===== config.mk =====
export PLATFORM = sky130hd
export DESIGN_NAME = arith_nibble_seq
export DESIGN_NICKNAME = d
export VERILOG_FILES = /design/src/rtl/arith_nibble_seq.sv
export SDC_FILE = /design/constraint.sdc
export NUM_CORES = 1
export LEC_CHECK = 0
export ABC_AREA = 1
export CORE_ASPECT_RATIO = 1.25
export CORE_MARGIN = 3
export CORE_UTILIZATION = 53
export CTS_CLUSTER_DIAMETER = 120
export DETAILED_ROUTE_END_ITERATION = 7
export PLACE_DENSITY = 0.83
export SETUP_SLACK_MARGIN = 0.4
export SLEW_MARGIN = 20
export SYNTH_ARGS = -nofsm -noshare
export SYNTH_HDL_FRONTEND = slang
export SYNTH_SLANG_ARGS = --single-unit

===== constraint.sdc =====
create_clock -name i_clk -period 5.55 [get_ports i_clk]
set_clock_uncertainty 0.1 [all_clocks]
set_input_delay 1.11 -clock i_clk [delete_from_list [all_inputs] [get_ports i_clk]]
set_output_delay 1.11 -clock i_clk [all_outputs]
set_load 0.05 [all_outputs]

===== src/rtl/arith_nibble_seq.sv =====
// Nibble-serial sequencer for the 4-bit arithmetic unit: issues a WIDTH-bit ADD/SUB/INC/DEC
// one nibble per clock, LSB first, chaining the unit's carry and assembling the result.
//
// state  | meaning
// S_IDLE | waiting for start; arith unit inputs parked at 0
// S_RUN  | issuing nibble r_idx, capturing the unit's sum and carry
// S_DONE | one-cycle done pulse, result/cout/zero valid
module arith_nibble_seq #(
  parameter int WIDTH = 16
) (
  input  logic             i_clk,
  input  logic             i_rst,
  input  logic             i_start,
  input  logic [1:0]       i_op,
  input  logic [WIDTH-1:0] i_a,
  input  logic [WIDTH-1:0] i_b,
  output logic             o_busy,
  output logic             o_done,
  output logic [WIDTH-1:0] o_result,
  output logic             o_cout,
  output logic             o_zero,
  output logic             o_au_s2,
  output logic             o_au_s1,
  output logic             o_au_cin,
  output logic [3:0]       o_au_i,
  output logic [3:0]       o_au_j,
  input  logic [3:0]       i_au_sum,
  input  logic             i_au_cout
);

  localparam int NIB = WIDTH / 4;
  localparam int IW  = (NIB > 1) ? $clog2(NIB) : 1;
  localparam logic [IW-1:0] LAST_IDX = IW'(NIB - 1);

  typedef enum logic [1:0] {
    S_IDLE = 2'd0,
    S_RUN  = 2'd1,
    S_DONE = 2'd2
  } state_t;

  state_t           r_state;
  logic [1:0]       r_op;
  logic [WIDTH-1:0] r_a;
  logic [WIDTH-1:0] r_b;
  logic [IW-1:0]    r_idx;
  logic             r_carry;
  logic [WIDTH-1:0] r_result;
  logic             r_cout;
  logic             r_zero;
  logic             r_busy;
  logic             r_done;

  logic [IW+1:0]    w_base;
  logic [WIDTH-1:0] w_result_next;

  assign w_base = {r_idx, 2'b00};

  // Result with the current nibble merged in; used for the zero flag on the last step.
  always_comb begin
    w_result_next = r_result;
    w_result_next[w_base +: 4] = i_au_sum;
  end

  always_comb begin
    o_au_i   = 4'h0;
    o_au_j   = 4'h0;
    o_au_cin = 1'b0;
    o_au_s2  = 1'b0;
    o_au_s1  = 1'b0;
    if (r_state == S_RUN) begin
      o_au_i   = r_a[w_base +: 4];
      o_au_j   = r_b[w_base +: 4];
      o_au_cin = r_carry;
      o_au_s2  = r_op[1];
      o_au_s1  = r_op[0];
    end
  end

  always_ff @(posedge i_clk) begin
    if (i_rst) begin
      r_state  <= S_IDLE;
      r_op     <= 2'b00;
      r_a      <= '0;
      r_b      <= '0;
      r_idx    <= '0;
      r_carry  <= 1'b0;
      r_result <= '0;
      r_cout   <= 1'b0;
      r_zero   <= 1'b0;
      r_busy   <= 1'b0;
      r_done   <= 1'b0;
    end else begin
      case (r_state)
        S_IDLE: begin
          if (i_start) begin
            r_op    <= i_op;
            r_a     <= i_a;
            r_b     <= i_b;
            r_idx   <= '0;
            // SUB and INC start with carry-in 1 (two's complement / +1)
            r_carry <= i_op[1] ^ i_op[0];
            r_busy  <= 1'b1;
            r_state <= S_RUN;
          end
        end
        S_RUN: begin
          r_result <= w_result_next;
          r_carry  <= i_au_cout;
          if (r_idx == LAST_IDX) begin
            r_cout  <= i_au_cout;
            r_zero  <= (w_result_next == '0);
            r_idx   <= '0;
            r_busy  <= 1'b0;
            r_done  <= 1'b1;
            r_state <= S_DONE;
          end else begin
            r_idx <= r_idx + IW'(1);
          end
        end
        S_DONE: begin
          r_done  <= 1'b0;
          r_state <= S_IDLE;
        end
        default: begin
          r_busy  <= 1'b0;
          r_done  <= 1'b0;
          r_state <= S_IDLE;
        end
      endcase
    end
  end

  assign o_busy   = r_busy;
  assign o_done   = r_done;
  assign o_result = r_result;
  assign o_cout   = r_cout;
  assign o_zero   = r_zero;

endmodule

# Word level (Yosys, flattened, before mapping)
# Cells that the tools add are included.
[op_classes]
mul = 0
n_reduce_logical = 9
eq_ne = 5
n_lt_le_gt_ge = 0
n_div = 0
add_sub_neg = 2
bitwise_logic = 3
n_shift = 4
n_mux = 19
[op_table]
columns = ["operator", "n"]
rows = [
  ["$shiftx A16 B5 Y4", 2],
  ["$bwmux W16", 1],
  ["$logic_not A16 Y1", 1],
  ["$shift A4 B6 Y16 const A", 1],
  ["$shiftx A4 B6 Y16", 1],
  ["$reduce_and A2 Y1", 5],
  ["$mux W2", 4],
  ["$mux W4", 2],
  ["$pmux W2 S2", 2],
  ["$mux W1", 7],
  ["$neg A4 Y6", 1],
  ["$eq A2 B2 Y1 const B", 2],
  ["$pmux W1 S2", 2],
  ["$pmux W1 S3", 1],
  ["$reduce_and A3 Y1", 1],
  ["$add A2 B1 Y2 const B", 1],
  ["$eq A2 B1 Y1 const B", 1],
  ["$logic_not A2 Y1", 1],
  ["$ne A2 B1 Y1 const B", 1],
  ["$ne A2 B2 Y1 const B", 1],
  ["$not A1 Y1", 2],
  ["$reduce_bool A2 Y1", 1],
  ["$xor A1 B1 Y1", 1],
]
[word_totals]
ramBits = 0
regBits = 59
in_bits = 42
latchBits = 0
output_inout_bits = 31
memories = 0
rom_bits = 0

# Depth between registers and ports, before layout
# Gate-level depths: netlist (run 1).
[depth]
word_depth = 4
ltp_mapped = 14
depth_no_buf = 12

# Worst setup path after synthesis (run 1)
# OpenSTA, ideal clock, no wires.
[synth_timing]
kind = "reg-to-output"
startpoint = "reg r_idx[1]"
endpoint = "out o_au_i[2]"
setup_slack_ns = 2.597
t_required_ns = 4.340
stages_incl_launch_ff = 6
arrival_ns = 1.743
cell_sequence = "dfxtp_1 > buf_2 > clkinv_1 > nor2_1 > o21ai_0 > a21oi_1"
[synth_between]
elab_chain_len = 2
[synth_lines]
columns = ["item", "line_no", "text"]
rows = [
  ["start: declaration", "45", "logic [IW-1:0] r_idx;"],
  ["start signal: assignment", "117", "r_idx <= r_idx + IW'(1);"],
  ["$shiftx A16 B5 Y4", "71", "o_au_i = r_a[w_base +: 4];"],
  ["$mux W4", "70", "if (r_state == S_RUN) begin"],
  ["end: declaration", "25", "output logic [3:0] o_au_i,"],
]
# No other way between the ends.

# Final worst setup path (run 1)
[layout_timing]
startpoint = "reg r_idx[1]"
endpoint = "out o_au_j[2]"
[layout_between]
elab_chain_len = 2
[layout_lines]
columns = ["item", "line_no", "text"]
rows = [
  ["$shiftx A16 B5 Y4", "72", "o_au_j = r_b[w_base +: 4];"],
  ["$mux W4", "70", ""],
  ["end: declaration", "26", "output logic [3:0] o_au_j,"],
]
# No other way between the ends.

==> results of run 1 <==
[area by class of cell]
type                    instances  area, um2
multi-input cells             320       1400
fillers                       417       1390
flip-flops and latches         59       1180
repair buffers                 73        728
inverters                      40        150
clock buffers                  11        141
well taps                      62       77.6
clock inverters                 5       52.6
[cells by family after synthesis]
group                    synth area share
AO/OA/AOI/OAI                       0.156
XOR/XNOR                          0.00308
adder cells (fa/ha/maj)            0.0264
buffers and inverters              0.0929
flip-flops                          0.416
AND/OR/NAND/NOR                     0.306
[per-layer routing]
layer / up-vias / track usage / share of wire
met5: - / 0 / 0
met4: 0 / 0.111 / 0.026
met3: 19 / 0.0563 / 0.066
met2: 111 / 0.421 / 0.51
met1: 1297 / 0.265 / 0.40
li1: 1504 / - / -
[path summary, 6_finish.rpt]
path / end / cells after the start / from / slack [ns]
max reg2reg: o_zero$_SDFFE_PP0P_ / 11 / r_idx[0]$_SDFFE_PP0P_ / 2.84
max: o_au_j[2] / 5 / r_idx[1]$_SDFFE_PP0P_ / 1.63
min reg2reg: r_op[1]$_SDFFE_PP0P_ / 2 / r_op[1]$_SDFFE_PP0P_ / 0.36
min: r_op[1]$_SDFFE_PP0P_ / 2 / r_op[1]$_SDFFE_PP0P_ / 0.36
[cell usage after synthesis, types with 2 or more instances]
master / number
nor2_1: 153
o21ai_0: 63
nand2_1: 60
dfxtp_1: 59
inv_1: 37
a21oi_1: 14
nand3_1: 14
buf_2: 10
clkbuf_1: 9
ha_1: 6
o21ai_1: 5
buf_6: 2
inv_2: 2
[layout by cell type (no fill, tap or decap), drive strengths merged]
cell,count
dfxtp,59
o211ai,1
clkdlybuf4s50,72
clkinv,4
o221ai,1
ha,6
nand3,14
a21oi,15
o21ai,68
buf,1
nand2,60
bufinv,1
inv,39
clkbuf,11
o21a,1
xnor2,1
nor2,153
clkinvlp,1
[worst min-delay path, stage by stage (launching register included)]
cell	delay (ns)
dfxtp_1	0.30
inv_1	0.06
a21oi_1	0.06
[stage by stage]
stage / total power (uW) / util
floorplan: 669 / -
global placement: 750 / 0.691
detailed placement: 757 / 0.691
CTS: 1140 / 0.729
global route: 1200 / 0.729
finish: 1140 / 0.729
[flip-flops by register name, indices dropped and copies added, names as in the netlist]
name	flops
o_result	16
o_busy	1
r_state	2
o_cout	1
o_zero	1
r_a	16
r_idx	2
r_op	2
o_done	1
r_carry	1
r_b	16
[report_power, final]
| group | switching [uW] | internal [uW] |
|---|---|---|
| registers | 26.7 | 458 |
| clock network | 171 | 217 |
| logic | 166 | 99.6 |
==> run summary, run 1 <==
The critical path goes through clkinv_1 > nor2_1 > o21ai_0 > a21oi_1 > clkdlybuf4s50_1. Once detail routing completed, the nets flagged for antenna violations numbered 0. The cell with the biggest individual delay on the critical path was clkdlybuf4s50_1. IR analysis of the VDD net gives a maximum drop of 0.171 mV. The final total negative setup slack was 0 ns. The proportion of layout cells with a drive suffix above 1 was 0.0374. The commonest register cell after synthesis is dfxtp_1.

The run gives 0.555 as the starting density of the core. The count of unique library cells instantiated by Yosys is 20, and the number of synthesized register bits is 59. Setup repair after global routing left no endpoint under its margin. The run gives 2 as the number of buffers between clock root and the deepest sink.

The largest net degree at the start of global routing was 41; the first-pass GRT wire length was 11,700 um. Setup slack of the critical path after layout: 1.63 ns. For the worst setup path, the data arrival time is 2.71 ns. Number of antenna diodes: 0. The number of global-route vias before repair is 2,686, and the maximum cell stage delay along the critical path is 0.87 ns. The headroom to the max-slew limit was 0.314; the portion of the clock cycle consumed by the worst path in the final layout was 0.706. The floorplan step set the die height to 87.9 um. The worst setup path is of the reg -> out kind.

For the highest clock frequency the design can meet, the log shows 255 MHz. The hold violation total from the final report was 0. In this run, synthesis inferred 0 flip-flops with an integrated enable. The run finished with clean final reports. Max-cap violations in this run came to 0. Summed over all layers, the global routing overflow is 0.

The number of antenna violations at the first check in global routing was 0. TritonCTS built the clock tree. The area growth from synthesis to layout is 31.2%. The logs give 0 for the count of buffers added by post-CTS timing repair for setup and 0.871 for the routability congestion estimate from global placement. Post-place setup slack: 2.03 ns.

The total of endpoints with negative setup slack in the final report is 0, and the HPWL after detailed placement is 4910 um. The average cell area after synthesis came out at 6.44 um2. In this run the power density over the cells is 306 nW/um2.

For the design area, the log shows 3730 um2. STA classifies the critical path startpoint as a register. First-pass detailed-route iteration total: 6. Port buffering added 72 buffers. Number of resized instances in the post-cts repair step: 0. In the routed design, unresolved DRC markers number 0. Among cell families on the critical path, the largest total delay comes from buffers and inverters. The static leakage is 0.00169 uW, and the initial DRC count is 317. The path category of the worst min-delay check was reg -> reg.

The post-place instance area is 3530 um2, and the final critical path time including I/O delays and setup is 3.92 ns. Hold timing on the final database bottoms out at a slack of 0.364 ns. Buffers inserted during clock tree synthesis total 9. The tree is rooted in a clkbuf_8. Yosys printed 0 warnings. By area the synthesized netlist is led by dfxtp_1, nor2_1, o21ai_0. The clock reaches the later pin of the worst-skew pair after 0.34 ns. The global-route total usage across every layer is 0.237. dfxtp_1 takes more of the synthesized area than any other cell.

The clock transition at the registers of the reported paths was 0.07 ns; the largest fanout of any net on the critical path was 13. The share of flip-flops with an asynchronous set or reset after synthesis was 0; the die footprint was 6280 um2. Counting every sink on the clock net gives 59.

The total of hold buffers inserted after clock tree synthesis came out at 0. The share of the synthesized area in the top cell type works out to 0.416. The floorplan has 29 rows. The width of the chip came out at 71.5 um.

STA puts the critical path data required time at 4.34 ns. The post-synthesis sequential area ratio is 0.416. The critical path contains buffers and inverters numbering 2 combined.

The logs give 551 for the number of nets in the final layout and 3 for the H-tree depth. The final routed wire length divided by cell count came out at 12.6 um. The via density per instance was 5.14; the count of boundary I/O pins was 73.

The synthesized netlist occupies a cell area of 2840 um2. The kind of capture point of the worst setup path was an output pin. Once placement completed, the tool counted placed cells totaling 554. The total nets after synthesis was 489; the number of standard cells in the layout, taps in and fillers out was 570.

The tools report the via count as 2,931. After technology mapping, the gate count stands at 441. Count of final max-slew check failures: 0.

The tools report the post-detailed-routing wire length as 7180 um. For the pin with the worst max-slew slack, the measured transition is 1.03 ns. The core region is 5120 um2.
Note: power is estimated with default switching activity, not from simulation.
==> run 2: changes to the inputs <==
- CORE_UTILIZATION: 53 -> 49
- PLACE_DENSITY: 0.83 -> 0.77
- clock period: 5.55 -> 3.85 ns (I/O delays scaled with it)
==> run summary, run 2 (synthesis gave the netlist of run 1 again) <==
The count of final max-slew check failures was 0. The static leakage came out at 0.00183 uW. The floorplan has 30 rows.

The first global-routing pass estimated 12,800 um of wire. The smallest clock period supported by the final layout is computed as 3.32 ns. In this run the count of I/O pins placed on the die edge is 73. The hold violation total from the final report came out at 0. For this run, the post-layout net count is 554.

The final core utilization is 0.686. Tracing the worst setup path back leads to its startpoint at r_idx[1]$_SDFFE_PP0P_. Clock-pin slew was measured on the worst setup and hold paths at 0.07 ns. The number of global-route vias before repair is 2,933. The portion of the clock cycle consumed by the worst path in the final layout came out at 0.862. In the layout the commonest cells are nor2_1, clkdlybuf4s50_1, o21ai_0. Design area: 3780 um2. The signal on the critical path passes through clkinv_2 > nor2_1 > o21ai_0 > a21oi_1 > clkdlybuf4s50_1. The routed length on met3 is 415 um, and the number of inserted filler cells in the final layout is 513. The run gives 0.239 as the global-route total usage across every layer. Startpoint class of the critical path: a register. The worst register-to-register path ends at o_zero$_SDFFE_PP0P_. The logs give 2.98 ns for the required time reported for the critical path endpoint and 5520 um2 for the floorplan core area. For the count of antenna-violating nets left after detailed routing, the log shows 0.

Final total negative setup slack: 0 ns. The H-tree depth is 3. The most common cell after layout, fill and taps aside is nor2_1. The detailed-routing wirelength on met1 is 3000 um. The HPWL after detailed placement is 5130 um. Counting along the longest clock path gives a buffer depth of 2. Compared with the post-synthesis result, the final layout area differs by 33.2%.

For the total of endpoints with negative setup slack in the final report, the log shows 0. The DRC violations left is 0. On the final layout, the worst hold slack is 0.358 ns. The logs give 0 for the number of antenna violations at the first check in global routing and 301 MHz for the highest clock frequency the design can meet. The largest fanout of any net on the critical path was 13; the width of the chip was 74.1 um.

In this run the worst hold path is classified as reg -> reg. The tools report the reg-to-reg startpoint as r_idx[1]$_SDFFE_PP0P_. Counting cells, the worst reg-to-reg path comes to 11.

The clock drives 59 sinks. For the number of CTS-inserted buffers, the log shows 9. Via count: 2,921. The repair_antennas step left the layout with diodes totalling 0.

Dividing the detail-routed via count by the number of cells gives 5.08. The uppermost layer routed was met4. The headroom to the max-slew limit came out at 0.323. The slowest stage of the critical path belongs to the cell clkdlybuf4s50_1. Across the run, the number of max-cap violations was 0.

In this run the cell area measured after placement is 3560 um2. The flow ran to the end, and the final reports show no timing, DRC or antenna violations. After detailed routing, the average wire length per cell comes to 12.7 um. Die footprint: 6750 um2.

The worst setup path is captured at an output pin. The starting density of the core is 0.515. TritonCTS built the clock tree.

On the worst path, the slowest cell contributes a delay of 0.83 ns. IR analysis of the VDD net gives a maximum drop of 0.254 mV. The total overflow left after global routing is 0. Before antenna repair, the detailed router went through 4 iterations. The power density over cell area was 442 nW/um2; the number of I/O port buffers was 72. The proportion of layout cells with a drive suffix above 1 works out to 0.0411. CTS placed an instance of clkbuf_8 at the clock tree root. Data on the critical path arrives at its endpoint at 2.45 ns. The floorplan step set the die height to 91.1 um.

Later-pin clock latency in the skew report: 0.34 ns. The largest net degree at the start of global routing was 41. The wire length on met2 is 3720 um. After detailed routing, the total wire length is 7320 um.

The run gives 1670 uW as the total design power. In this run the worst setup path terminates at o_au_j[2]. The critical path class is reg -> out. Setup repair after global routing left no endpoint under its margin. Routability-driven placement finished with a final weighted congestion of 0.857. In this run, the number of DRC markers left after iteration 0 of detailed routing was 198. The tools report the minimum setup slack among reg-to-reg paths as 1.49 ns.

The pin slew with the least headroom to its limit works out to 1.01 ns.
[run 2: critical path, delay by kind of cell, from the launching register on]
kind / cells / cell delay, ns
DFF: 1 / 0.61
buffers and inverters: 2 / 1.13
and+or+nand+nor: 1 / 0.14
AOI/OAI and AO/OA: 2 / 0.22
[run 2: layout make-up]
class                   count  area (um2)  share of cell area
multi-input cells         320        1400               0.369
flip-flops and latches     59        1180               0.312
repair buffers             76         768               0.203
clock buffers              15         176              0.0466
inverters                  40         151              0.0400
well taps                  64        80.1              0.0212
clock inverters             1        30.0             0.00794
[run 2: per-layer routing]
metal | track usage | vias to the layer above
met5 | 0 | -
met4 | 0.116 | 0
met3 | 0.0609 | 19
met2 | 0.388 | 88
met1 | 0.286 | 1306
li1 | - | 1508
[run 2: through the flow]
step                cells  setup slack [ns]
detailed placement    559             0.653
global route          575             0.401
finish                575             0.530
floorplan             441              1.24
CTS                   575             0.458
global placement      559             0.693
[run 2: how the worst min path moves through the flow]
stage | startpoint | endpoint | slack (ns) | cells past startpoint
after global routing | r_op[0]$_SDFFE_PP0P_ | r_op[0]$_SDFFE_PP0P_ | 0.39 | 2
final | r_op[1]$_SDFFE_PP0P_ | r_op[1]$_SDFFE_PP0P_ | 0.36 | 2
after global placement | r_op[0]$_SDFFE_PP0P_ | r_op[0]$_SDFFE_PP0P_ | 0.34 | 2
after CTS | r_op[1]$_SDFFE_PP0P_ | r_op[1]$_SDFFE_PP0P_ | 0.36 | 2
after detailed placement | r_op[1]$_SDFFE_PP0P_ | r_op[1]$_SDFFE_PP0P_ | 0.35 | 2
after floorplan | r_op[0]$_SDFFE_PP0P_ | r_op[0]$_SDFFE_PP0P_ | 0.33 | 2
[run 2: repair_timing]
action	in CTS	in global routing
gates resized for setup	1	7
hold endpoints to repair	0	0
buffers inserted	0	0
cloned	0	0
endpoints found under the setup margin	8	7
hold buffers	0	0
[run 2: power breakdown]
group / internal, uW / total, uW / switching [uW]
sequential: 661 / 694 / 33.8
clock: 353 / 589 / 236
combinational: 146 / 389 / 243
